--- config.mk ---
export PLATFORM = sky130hd
export DESIGN_NAME = iexecute_flat
export DESIGN_NICKNAME = d
export VERILOG_FILES = /design/src/rtl/iexecute_if.sv /design/src/rtl/iexecute.sv /design/src/flat_wrapper.sv
export SDC_FILE = /design/constraint.sdc
export NUM_CORES = 1
export LEC_CHECK = 0
export ABC_AREA = 1
export CORE_MARGIN = 2
export CORE_UTILIZATION = 30
export CTS_CLUSTER_DIAMETER = 100
export DETAILED_ROUTE_END_ITERATION = 16
export HOLD_SLACK_MARGIN = 0.12
export PLACE_DENSITY = 0.52
export REMOVE_ABC_BUFFERS = 1
export SYNTH_ARGS = -nofsm -noshare
export SYNTH_HDL_FRONTEND = slang
export SYNTH_SLANG_ARGS = --single-unit
--- constraint.sdc ---
create_clock -name clk -period 3.9 [get_ports clk]
set_input_delay 0.39 -clock clk [delete_from_list [all_inputs] [get_ports clk]]
set_output_delay 0.39 -clock clk [all_outputs]
set_load 0.1 [all_outputs]
--- src/rtl/iexecute_if.sv ---
// ID/EX input bundle and EX/MEM output bundle of the execute stage.
// master drives the ID/EX side; slave is the execute stage itself.
interface iexecute_if;
    logic        id_valid;
    logic [1:0]  wb_ctl;
    logic [2:0]  m_ctl;
    logic        regdst;
    logic        alusrc;
    logic [1:0]  aluop;
    logic [31:0] npc;
    logic [31:0] rdata1;
    logic [31:0] rdata2;
    logic [31:0] s_extend;
    logic [4:0]  instr_2016;
    logic [4:0]  instr_1511;

    logic        ex_busy;
    logic        ex_valid;
    logic [1:0]  ex_wb_ctl;
    logic [2:0]  ex_m_ctl;
    logic [31:0] ex_add_result;
    logic        ex_zero;
    logic [31:0] ex_alu_result;
    logic [31:0] ex_rdata2;
    logic [4:0]  ex_rd;

    modport master (
        output id_valid, wb_ctl, m_ctl, regdst, alusrc, aluop,
               npc, rdata1, rdata2, s_extend, instr_2016, instr_1511,
        input  ex_busy, ex_valid, ex_wb_ctl, ex_m_ctl, ex_add_result,
               ex_zero, ex_alu_result, ex_rdata2, ex_rd
    );

    modport slave (
        input  id_valid, wb_ctl, m_ctl, regdst, alusrc, aluop,
               npc, rdata1, rdata2, s_extend, instr_2016, instr_1511,
        output ex_busy, ex_valid, ex_wb_ctl, ex_m_ctl, ex_add_result,
               ex_zero, ex_alu_result, ex_rdata2, ex_rd
    );
endinterface

--- src/rtl/iexecute.sv ---
// Execute stage: ALU, branch-target adder and EX/MEM register.
// Define IEXECUTE_MULT_EN to build in the 32-cycle shift-add multiplier (funct 0x18).
module iexecute #(
    parameter int SLT_SIGNED = 1
) (
    input  logic      clk,
    input  logic      rst,
    iexecute_if.slave bus
);

    localparam logic [5:0] F_ADD = 6'h20;
    localparam logic [5:0] F_SUB = 6'h22;
    localparam logic [5:0] F_AND = 6'h24;
    localparam logic [5:0] F_OR  = 6'h25;
    localparam logic [5:0] F_SLT = 6'h2A;

    function automatic logic [31:0] alu_f(
        input logic [1:0]  op,
        input logic [5:0]  fn,
        input logic [31:0] a,
        input logic [31:0] b
    );
        logic signed [31:0] a_s;
        logic signed [31:0] b_s;
        logic               lt;
        a_s = a;
        b_s = b;
        lt  = (SLT_SIGNED != 0) ? (a_s < b_s) : (a < b);
        case (op)
            2'b01: alu_f = a - b;
            2'b10: begin
                case (fn)
                    F_ADD:   alu_f = a + b;
                    F_SUB:   alu_f = a - b;
                    F_AND:   alu_f = a & b;
                    F_OR:    alu_f = a | b;
                    F_SLT:   alu_f = {31'd0, lt};
                    default: alu_f = 32'd0;
                endcase
            end
            default: alu_f = a + b;
        endcase
    endfunction

    logic [5:0]  funct;
    logic [31:0] op_b;
    logic [31:0] alu_res;
    logic [31:0] add_res;
    logic [4:0]  rd_sel;
    logic        single;
    logic        busy;

    assign funct   = bus.s_extend[5:0];
    assign op_b    = bus.alusrc ? bus.s_extend : bus.rdata2;
    assign rd_sel  = bus.regdst ? bus.instr_1511 : bus.instr_2016;
    assign add_res = bus.npc + (bus.s_extend << 2);
    assign alu_res = alu_f(bus.aluop, funct, bus.rdata1, op_b);

    logic        valid_q, valid_d;
    logic [1:0]  wb_q, wb_d;
    logic [2:0]  m_q, m_d;
    logic [31:0] add_q, add_d;
    logic        zero_q, zero_d;
    logic [31:0] alu_q, alu_d;
    logic [31:0] rdata2_q, rdata2_d;
    logic [4:0]  rd_q, rd_d;

`ifdef IEXECUTE_MULT_EN
    localparam logic [5:0] F_MUL = 6'h18;

    typedef enum logic [1:0] {S_IDLE, S_MUL, S_DONE} state_t;

    state_t      state_q;
    logic [4:0]  cnt_q;
    logic [31:0] mcand_q;
    logic [31:0] mplier_q;
    logic [31:0] acc_q;
    logic [31:0] acc_step;
    logic [1:0]  mwb_q;
    logic [2:0]  mm_q;
    logic [31:0] madd_q;
    logic [31:0] mrdata2_q;
    logic [4:0]  mrd_q;
    logic        is_mult;
    logic        start;
    logic        mul_last;

    // Only IDLE accepts: in DONE the upstream is still presenting the finished mult.
    assign is_mult  = (bus.aluop == 2'b10) && (funct == F_MUL);
    assign start    = (state_q == S_IDLE) && bus.id_valid && is_mult;
    assign single   = (state_q == S_IDLE) && bus.id_valid && !is_mult;
    assign busy     = !rst && ((state_q == S_MUL) || start);
    assign acc_step = acc_q + (mplier_q[0] ? mcand_q : 32'd0);
    assign mul_last = (state_q == S_MUL) && (cnt_q == 5'd31);

    always_ff @(posedge clk or posedge rst) begin
        if (rst) begin
            state_q   <= S_IDLE;
            cnt_q     <= 5'd0;
            mcand_q   <= 32'd0;
            mplier_q  <= 32'd0;
            acc_q     <= 32'd0;
            mwb_q     <= 2'd0;
            mm_q      <= 3'd0;
            madd_q    <= 32'd0;
            mrdata2_q <= 32'd0;
            mrd_q     <= 5'd0;
        end else begin
            case (state_q)
                S_IDLE: begin
                    if (start) begin
                        state_q   <= S_MUL;
                        cnt_q     <= 5'd0;
                        mcand_q   <= bus.rdata1;
                        mplier_q  <= op_b;
                        acc_q     <= 32'd0;
                        mwb_q     <= bus.wb_ctl;
                        mm_q      <= bus.m_ctl;
                        madd_q    <= add_res;
                        mrdata2_q <= bus.rdata2;
                        mrd_q     <= rd_sel;
                    end
                end
                S_MUL: begin
                    acc_q    <= acc_step;
                    mcand_q  <= mcand_q << 1;
                    mplier_q <= mplier_q >> 1;
                    cnt_q    <= cnt_q + 5'd1;
                    if (mul_last) begin
                        state_q <= S_DONE;
                    end
                end
                default: state_q <= S_IDLE;
            endcase
        end
    end
`else
    assign single = bus.id_valid;
    assign busy   = 1'b0;
`endif

    // Non-accepting cycles are bubbles: control cleared, data held.
    always_comb begin
        valid_d  = 1'b0;
        wb_d     = 2'd0;
        m_d      = 3'd0;
        add_d    = add_q;
        zero_d   = zero_q;
        alu_d    = alu_q;
        rdata2_d = rdata2_q;
        rd_d     = rd_q;
        if (single) begin
            valid_d  = 1'b1;
            wb_d     = bus.wb_ctl;
            m_d      = bus.m_ctl;
            add_d    = add_res;
            zero_d   = (alu_res == 32'd0);
            alu_d    = alu_res;
            rdata2_d = bus.rdata2;
            rd_d     = rd_sel;
        end
`ifdef IEXECUTE_MULT_EN
        if (mul_last) begin
            valid_d  = 1'b1;
            wb_d     = mwb_q;
            m_d      = mm_q;
            add_d    = madd_q;
            zero_d   = (acc_step == 32'd0);
            alu_d    = acc_step;
            rdata2_d = mrdata2_q;
            rd_d     = mrd_q;
        end
`endif
    end

    always_ff @(posedge clk or posedge rst) begin
        if (rst) begin
            valid_q  <= 1'b0;
            wb_q     <= 2'd0;
            m_q      <= 3'd0;
            add_q    <= 32'd0;
            zero_q   <= 1'b0;
            alu_q    <= 32'd0;
            rdata2_q <= 32'd0;
            rd_q     <= 5'd0;
        end else begin
            valid_q  <= valid_d;
            wb_q     <= wb_d;
            m_q      <= m_d;
            add_q    <= add_d;
            zero_q   <= zero_d;
            alu_q    <= alu_d;
            rdata2_q <= rdata2_d;
            rd_q     <= rd_d;
        end
    end

    assign bus.ex_busy       = busy;
    assign bus.ex_valid      = valid_q;
    assign bus.ex_wb_ctl     = wb_q;
    assign bus.ex_m_ctl      = m_q;
    assign bus.ex_add_result = add_q;
    assign bus.ex_zero       = zero_q;
    assign bus.ex_alu_result = alu_q;
    assign bus.ex_rdata2     = rdata2_q;
    assign bus.ex_rd         = rd_q;

endmodule

--- src/flat_wrapper.sv ---
// flat-port wrapper written by rule: the top's interface ports become plain ports
module iexecute_flat 
#(
    parameter int SLT_SIGNED = 1
)
  (clk, rst, bus_id_valid, bus_wb_ctl, bus_m_ctl, bus_regdst, bus_alusrc, bus_aluop, bus_npc, bus_rdata1, bus_rdata2, bus_s_extend, bus_instr_2016, bus_instr_1511, bus_ex_busy, bus_ex_valid, bus_ex_wb_ctl, bus_ex_m_ctl, bus_ex_add_result, bus_ex_zero, bus_ex_alu_result, bus_ex_rdata2, bus_ex_rd);
  iexecute_if bus_i ();
  input  logic clk;
  input  logic rst;
  input wire logic [$bits(bus_i.id_valid)-1:0] bus_id_valid;
  input wire logic [$bits(bus_i.wb_ctl)-1:0] bus_wb_ctl;
  input wire logic [$bits(bus_i.m_ctl)-1:0] bus_m_ctl;
  input wire logic [$bits(bus_i.regdst)-1:0] bus_regdst;
  input wire logic [$bits(bus_i.alusrc)-1:0] bus_alusrc;
  input wire logic [$bits(bus_i.aluop)-1:0] bus_aluop;
  input wire logic [$bits(bus_i.npc)-1:0] bus_npc;
  input wire logic [$bits(bus_i.rdata1)-1:0] bus_rdata1;
  input wire logic [$bits(bus_i.rdata2)-1:0] bus_rdata2;
  input wire logic [$bits(bus_i.s_extend)-1:0] bus_s_extend;
  input wire logic [$bits(bus_i.instr_2016)-1:0] bus_instr_2016;
  input wire logic [$bits(bus_i.instr_1511)-1:0] bus_instr_1511;
  output wire logic [$bits(bus_i.ex_busy)-1:0] bus_ex_busy;
  output wire logic [$bits(bus_i.ex_valid)-1:0] bus_ex_valid;
  output wire logic [$bits(bus_i.ex_wb_ctl)-1:0] bus_ex_wb_ctl;
  output wire logic [$bits(bus_i.ex_m_ctl)-1:0] bus_ex_m_ctl;
  output wire logic [$bits(bus_i.ex_add_result)-1:0] bus_ex_add_result;
  output wire logic [$bits(bus_i.ex_zero)-1:0] bus_ex_zero;
  output wire logic [$bits(bus_i.ex_alu_result)-1:0] bus_ex_alu_result;
  output wire logic [$bits(bus_i.ex_rdata2)-1:0] bus_ex_rdata2;
  output wire logic [$bits(bus_i.ex_rd)-1:0] bus_ex_rd;
  assign bus_i.id_valid = bus_id_valid;
  assign bus_i.wb_ctl = bus_wb_ctl;
  assign bus_i.m_ctl = bus_m_ctl;
  assign bus_i.regdst = bus_regdst;
  assign bus_i.alusrc = bus_alusrc;
  assign bus_i.aluop = bus_aluop;
  assign bus_i.npc = bus_npc;
  assign bus_i.rdata1 = bus_rdata1;
  assign bus_i.rdata2 = bus_rdata2;
  assign bus_i.s_extend = bus_s_extend;
  assign bus_i.instr_2016 = bus_instr_2016;
  assign bus_i.instr_1511 = bus_instr_1511;
  assign bus_ex_busy = bus_i.ex_busy;
  assign bus_ex_valid = bus_i.ex_valid;
  assign bus_ex_wb_ctl = bus_i.ex_wb_ctl;
  assign bus_ex_m_ctl = bus_i.ex_m_ctl;
  assign bus_ex_add_result = bus_i.ex_add_result;
  assign bus_ex_zero = bus_i.ex_zero;
  assign bus_ex_alu_result = bus_i.ex_alu_result;
  assign bus_ex_rdata2 = bus_i.ex_rdata2;
  assign bus_ex_rd = bus_i.ex_rd;
  iexecute #(.SLT_SIGNED(SLT_SIGNED)) u_core (.clk(clk), .rst(rst), .bus(bus_i));
endmodule
* After elaboration in Yosys (flattened, before gate mapping)
Index checks and enable logic that the tools add are counted.
** Storage, ports and cells
- Flip-flop bits (word level) :: 108
- Logic and storage cells :: 29
- Bits of input ports :: 150
- Output and inout port bits :: 109
** Operators by class
- Mux-type cells :: 7
- Eq/ne operators :: 7
- $lt $le $gt $ge :: 1
- Bitwise operators :: 2
- $add $sub $neg :: 3
- Reductions and logical operators :: 1
** Operators with widths (count)
- case mux 32 bit (5 select lines) :: 1
- adder 32 bit :: 2
- case mux 32 bit (2 select lines) :: 1
- AND 32 bit :: 1
- logical NOT 32 bit :: 1
- < comparator 32 bit :: 1
- two-way mux 32 bit :: 1
- bitwise OR 32 bit :: 1
- subtractor 32 bit :: 1
- equality test 6 bit (second input constant) :: 5
- two-way mux 5 bit :: 1
- two-way mux 3 bit :: 1
- equality test 2 x 1 -> 1 bit (second input constant) :: 1
- equality test 2 bit (second input constant) :: 1
- two-way mux 2 bit :: 1
- two-way mux 1 bit :: 1

* Depth between registers and ports, before layout
- Word-level depth :: 5
- Depth in mapped cells :: 26

* Worst setup path before layout
OpenSTA, ideal clock, no wires.
- Kind :: input to register
- Start :: in bus_alusrc
- End :: reg u_core.zero_q, in the netlist u_core.bus.ex_zero
- Setup time :: 0.068 ns
- Buffers on the path :: 2
- Arrival :: 3.059 ns
- Stages :: 24
- Setup slack :: 0.773 ns
- Path through :: clkbuf_1 > clkbuf_1 > nand2_1 > o21ai_0 > inv_1 > ha_1 > fa_1 > inv_1 > nand3_1 > nand3_1 > nand2_1 > nand2_1 > nand2_1 > nand3_1 > nand2_1 > nand3_1 > nand2_1 > a21oi_1 > nand2_1 > nor2_1 > nand2_1 > nor2_1 > nand3_1 > nand2_1
** Between the ends
- Word-level cells in the longest chain between the ends :: 5
** Ends and longest elaborated chain
- start: declaration :: line flat_wrapper.sv:14 : input wire logic [$bits(bus_i.alusrc)-1:0] bus_alusrc;
- two-way mux 32 bit * :: line iexecute.sv:54 : assign op_b = bus.alusrc ? bus.s_extend : bus.rdata2;
- subtractor 32 bit, or another cell as far along :: line iexecute.sv:30, iexecute.sv:34
- case mux 32 bit (5 select lines) :: line iexecute.sv:32 : case (fn)
- case mux 32 bit (2 select lines) * :: line iexecute.sv:29 : case (op)
- logical NOT 32 bit * :: line iexecute.sv:157 : zero_d = (alu_res == 32'd0);
- end signal: assignment :: line iexecute.sv:191 : zero_q <= zero_d;
- end: declaration :: line iexecute.sv:63 : logic zero_q, zero_d;
Every way passes the cells marked *; elsewhere a longest branch is shown, timed or not.
A chain may end at the register's enable or synchronous reset.

* Final worst setup path
Same ends and word-level chain as after synthesis.

==> metrics.txt <==
Mapped Area=12,700 µm²; placed cell areas=16,800 µm²; crit path max fanout=22; drc violations=0; metal2 WL=24.7 mm; floorplan row count=75; initial antenna violation count=1; unrepaired setup endpoints after global routing=false; Die X=210 µm; maximum VDD drop=220 µV; Max Cap Viol=0; crit path launch type=input port; TritonRoute pass-1 iters=6; Final Slew Violations=0; Main synth FF type=dfrtp_1; count of mapped cells out of synthesis=2,099; relative slew slack=27.6%; CTS Sinks=108; number of filler cells placed in the layout=4,570; synth warn=0; fin crit period=3660 ps; post-synthesis sequential area ratio=21.2%; Buffers on Ports=257; Tcrit/Tclk final=93.8%; Crit path required time=4220 ps; I/O Pins=259; Tot GR Track Use=23.9%; Syn-to-layout area delta=34.3%; multi-input logic area=8340 µm²; CTS Buf Count=9; HP Start=bus_id_valid; R2R cell count=2; Hold WS=414 ps; run status=finished, final reports clean; fin nets=2,754; Die ar.=44,100 µm²; Longest Clk Path Bufs=2; Cells on Worst Hold Path=3; wire per inst=17.7 µm; GRT Residual Overflow=0; starting density of the core=30.3%; CTS tree=built; Post-DP HPWL=44.3 mm; routability cong.=0.945; cell area after layout=17,100 µm²; synth cell count leaders=nand2_1, inv_1, nor2_1, o21ai_0, ha_1; top cells by area, synth=dfrtp_1, nand2_1, ha_1, inv_1, o21ai_0; Core Area=41,900 µm²; r2r endpoint=u_core.bus.ex_zero$_DFFE_PP0P_; post-route setup slack=240 ps; final setup fails=0; largest net degree at the start of global routing=71; min-delay worst type=in -> reg; hold endpoint=u_core.bus.ex_wb_ctl[0]$_DFF_PP0_; PwrDens=353 nW/µm²; Top Layer Used=met4; post-synth cell types=53; maximum clock rate=273 MHz; asr flop ratio synth=100%; Post-DRT Antenna Nets=0; final WL=53.1 mm; crit path capture type=flip-flop; Yosys top cell area share=21.2%; clock slew at reported path FFs=80 ps; clk root buf=clkbuf_16; R2R Setup Slk=3140 ps; Final Hold Violating Endpoints=0; actual slew at the worst max-slew pin=1080 ps; Hold Buf Count CTS=0; # H-tree levels=3; Setup crit start=bus_alusrc; setup bufs post-CTS=0; DR vias/cell=4.78; Yosys top cell by area=dfrtp_1; Die Y-Extent=210 µm; worst skew pair latency=370 ps; leakage dissipation=8.99 nW; Avg Cell Area, Syn=6.06 µm²; classification of the worst setup path=in -> reg; WL met3=3.06 mm; number of synthesized flops with an enable pin=0; number of global-route vias before repair=14,100; most common cell in the netlist=nand2_1; drt initial violations=955; share of layout cells above drive strength 1=8.85%; FF-to-FF Start=u_core.bus.ex_zero$_DFFE_PP0P_; first-pass GRT wire length=80.7 mm; Place WS=-186 ps; skew final=0 ps; area occupied by registers=2700 µm²; CP arrival=3980 ps; DRT met1 WL=23.7 mm; via count=14,300; post-synthesis register bit count=108
-- stage by stage --
step / setup TNS [ps] / cells / power [mW] / util, %
2_1_floorplan: 0 / 2044 / 3.74 / -
3_3_place_gp: -139 / 2985 / 5.04 / 40.0
3_5_place_dp: -186 / 2985 / 5.05 / 40.0
4_1_cts: 0 / 3001 / 6.08 / 40.8
5_1_grt: 0 / 3002 / 6.40 / 40.8
6_report: 0 / 3002 / 6.04 / 40.8
-- repair_timing --
action | CTS | global route
endpoints found under the hold margin | 0 | 0
setup endpoints to repair | 0 | 1
resized for setup | 0 | 1
-- area by class of cell --
class,count,area share (%)
clock inverter,4,0.337
multi-input combinational,1579,48.8
sequential,108,15.8
tap,539,3.94
timing repair buffer,402,21.8
antenna,1,0.0146
inverter,357,7.87
clock buffer,12,1.44
-- worst max path at each step --
| stage | to | slack, ps |
|---|---|---|
| 5_1_grt | u_core.bus.ex_zero$_DFFE_PP0P_ | 20 |
| 4_1_cts | u_core.bus.ex_zero$_DFFE_PP0P_ | 210 |
| 3_3_place_gp | u_core.bus.ex_zero$_DFFE_PP0P_ | -140 |
| 6_report | u_core.bus.ex_zero$_DFFE_PP0P_ | 240 |
| 2_1_floorplan | u_core.bus.ex_add_result[0]$_DFFE_PP0P_ | 660 |
| 3_5_place_dp | u_core.bus.ex_zero$_DFFE_PP0P_ | -190 |
-- layer usage --
layer | up-vias | GRT usage, %
met2 | 431 | 40.5
met4 | 0 | 7.39
li1 | 7293 | -
met1 | 6556 | 31.1
met5 | - | 0
met3 | 63 | 4.22
-- registers in the layout, summed over array words and instances, names as in the netlist --
| name | cells |
|---|---|
| u_core.bus.ex_m_ctl | 3 |
| u_core.bus.ex_zero | 1 |
| u_core.bus.ex_valid | 1 |
| u_core.bus.ex_rdata2 | 32 |
| u_core.bus.ex_alu_result | 32 |
| u_core.bus.ex_rd | 5 |
| u_core.bus.ex_add_result | 32 |
| u_core.bus.ex_wb_ctl | 2 |
-- where the power goes --
part | internal (mW) | switching (mW) | leakage, nW
Clock | 0.524 | 0.477 | 0.145
Sequential | 1.28 | 0.0872 | 1.32
Combinational | 1.09 | 2.58 | 7.52
Total | 2.89 | 3.14 | 8.99
-- cells in the final DEF, fill, tap and decap left out, drive strengths merged, types with 3 or more instances in the layout --
cell	n
a31oi	17
nand3	103
inv	357
nor2	194
buf	147
ha	144
xnor2	6
o21bai	17
nor3	19
o31ai	4
dfrtp	108
nor4	3
clkbuf	12
clkdlybuf4s50	255
o21ai	158
nand2	700
a21oi	119
or2	13
xor2	21
nand4	22
o22ai	18
fa	3
-- critical path, stage by stage --
cell,delay (ps)
buf_2,310
buf_4,300
o21ai_0,240
ha_1,620
inv_2,120
a21oi_1,190
nand2_1,100
nand2_1,70
nand2_1,90
a21oi_1,230
nand3_1,230
nand3_1,200
nand2_1,70
nand2_1,60
nand2_1,60
nand2_1,90
nand4_1,180
nor2_2,240
nand3_1,110
nand2_1,80
-- kinds of logic (layout without fill, tap and decap cells) --
| kind of cell | Yosys count | in the layout | share of synthesized area, % |
|---|---|---|---|
| AO/OA/AOI/OAI | 345 | 345 | 15.0 |
| buffers and inverters | 412 | 775 | 13.2 |
| XOR/XNOR | 27 | 27 | 1.86 |
| adder cells (fa/ha/maj) | 147 | 147 | 14.6 |
| flip-flops | 108 | 108 | 21.2 |
| AND/OR/NAND/NOR | 1059 | 1059 | 34.0 |
| other | 1 | 2 | 0.0295 |
No activity file was read; power rests on OpenSTA's default activity.
==> variant, RTL diff (config.mk and constraints unchanged) <==
Build with the macro `IEXECUTE_MULT_EN` defined.
--- a/src/rtl/iexecute.sv
+++ b/src/rtl/iexecute.sv
@@ -2,2 +2,4 @@
 // Define IEXECUTE_MULT_EN to build in the 32-cycle shift-add multiplier (funct 0x18).
+`define IEXECUTE_MULT_EN
+
 module iexecute #(
Formal check against the unedited RTL: not equivalent (a bounded check fails within 4 cycles, from zero or initial values and one cycle with rst high).
==> variant against the unedited design <==
- worst setup slack better by 250 ps
- final area rose by 65%
- synthesized cell count grew 56%
- sequential cell count grew 177
- total power rose to 2.5 times the old value
- register-to-register slack lost 2700 ps
- wire length rose by 64%
- area after synthesis up 76%
- critical endpoint unchanged
- largest power group unchanged
==> variant: results (changes against the unedited design) <==
[critical_path]
worstSetupPathType = register to register
rrSetupSlack_ps = 490  ; -2650 ps
slowest_stage = dfrtp_1
critical_path_arrival_ps = 3930  ; -50 ps
r2r_cells = 18  ; +16
path_max_fanout = 17  ; -23%

[placed_design]
dp_cells = 4542  ; +52%
place_ws_ps = -19.21  ; +166.3 ps
placed_area_um2 = 26900  ; +60%

[power]
max-vdd-ir-drop_mv = 0.2890  ; +31%
switching_share_pct = 46.45  ; -5.6 points
leakage_nw = 14.24  ; +58%

[logic_synthesis]
synth_xor_xnor_area_share_pct = 1.949  ; +0.090 points
synth_seq_area_share_pct = 31.82  ; +11 points
synthMuxAreaShare_pct = 0.2512  ; +0.25 points
yosys-top-cells-count = nand2_1, inv_1, dfrtp_1
synth_cell_types = 60  ; +13%
synth_fa_ha_area_share_pct = 10.18  ; -4.4 points
synthTopCellsByArea = dfrtp_1, nand2_1, ha_1

[drt]
drt-initial-drc-count = 1637  ; +71%
wl_met3_mm = 4.313  ; +41%
wl_met1_mm = 39.93  ; +68%
met2WireLength_mm = 40.74  ; +65%

[cts]
cts_buffer_depth = 3  ; +1
htree_levels = 2  ; -1
cts_buffers = 41  ; +32

[run_status]
status = finished clean

[global_routing]
track_usage_pct = 22.29  ; -1.7 points
antenna_found_initial = 2  ; +1
grt_max_degree = 87  ; +23%

[worst_hold_path]
min_path_type = primary input to async pin

[finish]
fin_cells = 4616  ; +54%

variant: changes by cell type in the layout (fill, tap and decap cells not counted), sizes merged, moves of 12 or more:
cell | unedited run | this run
o211ai | 2 | 70
ha | 144 | 176
o21ai | 158 | 242
clkbuf | 12 | 55
a221oi | 1 | 17
inv | 357 | 506
xor2 | 21 | 33
a21oi | 119 | 166
o22ai | 18 | 66
nor2 | 194 | 301
dfrtp | 108 | 285
nand3 | 103 | 179
nand2 | 700 | 961
variant: final cells by class:
| class | instances | area (µm²) |
|---|---|---|
| clock inverters | 16 | 137.6 |
| well taps | 969 | 1212 |
| diodes | 3 | 7.507 |
| multi-input cells | 2381 | 12880 |
| fillers | 7962 | 45950 |
| repair buffers | 405 | 3779 |
| flip-flops and latches | 285 | 7132 |
| clock buffers | 55 | 1201 |
| inverters | 502 | 1897 |
variant: per-layer routing:
metal | vias to the layer above | GRT usage, %
li1 | 11280 | -
met1 | 10620 | 29.99
met2 | 523 | 37.71
met3 | 99 | 3.167
met4 | 0 | 5.142
met5 | - | 0
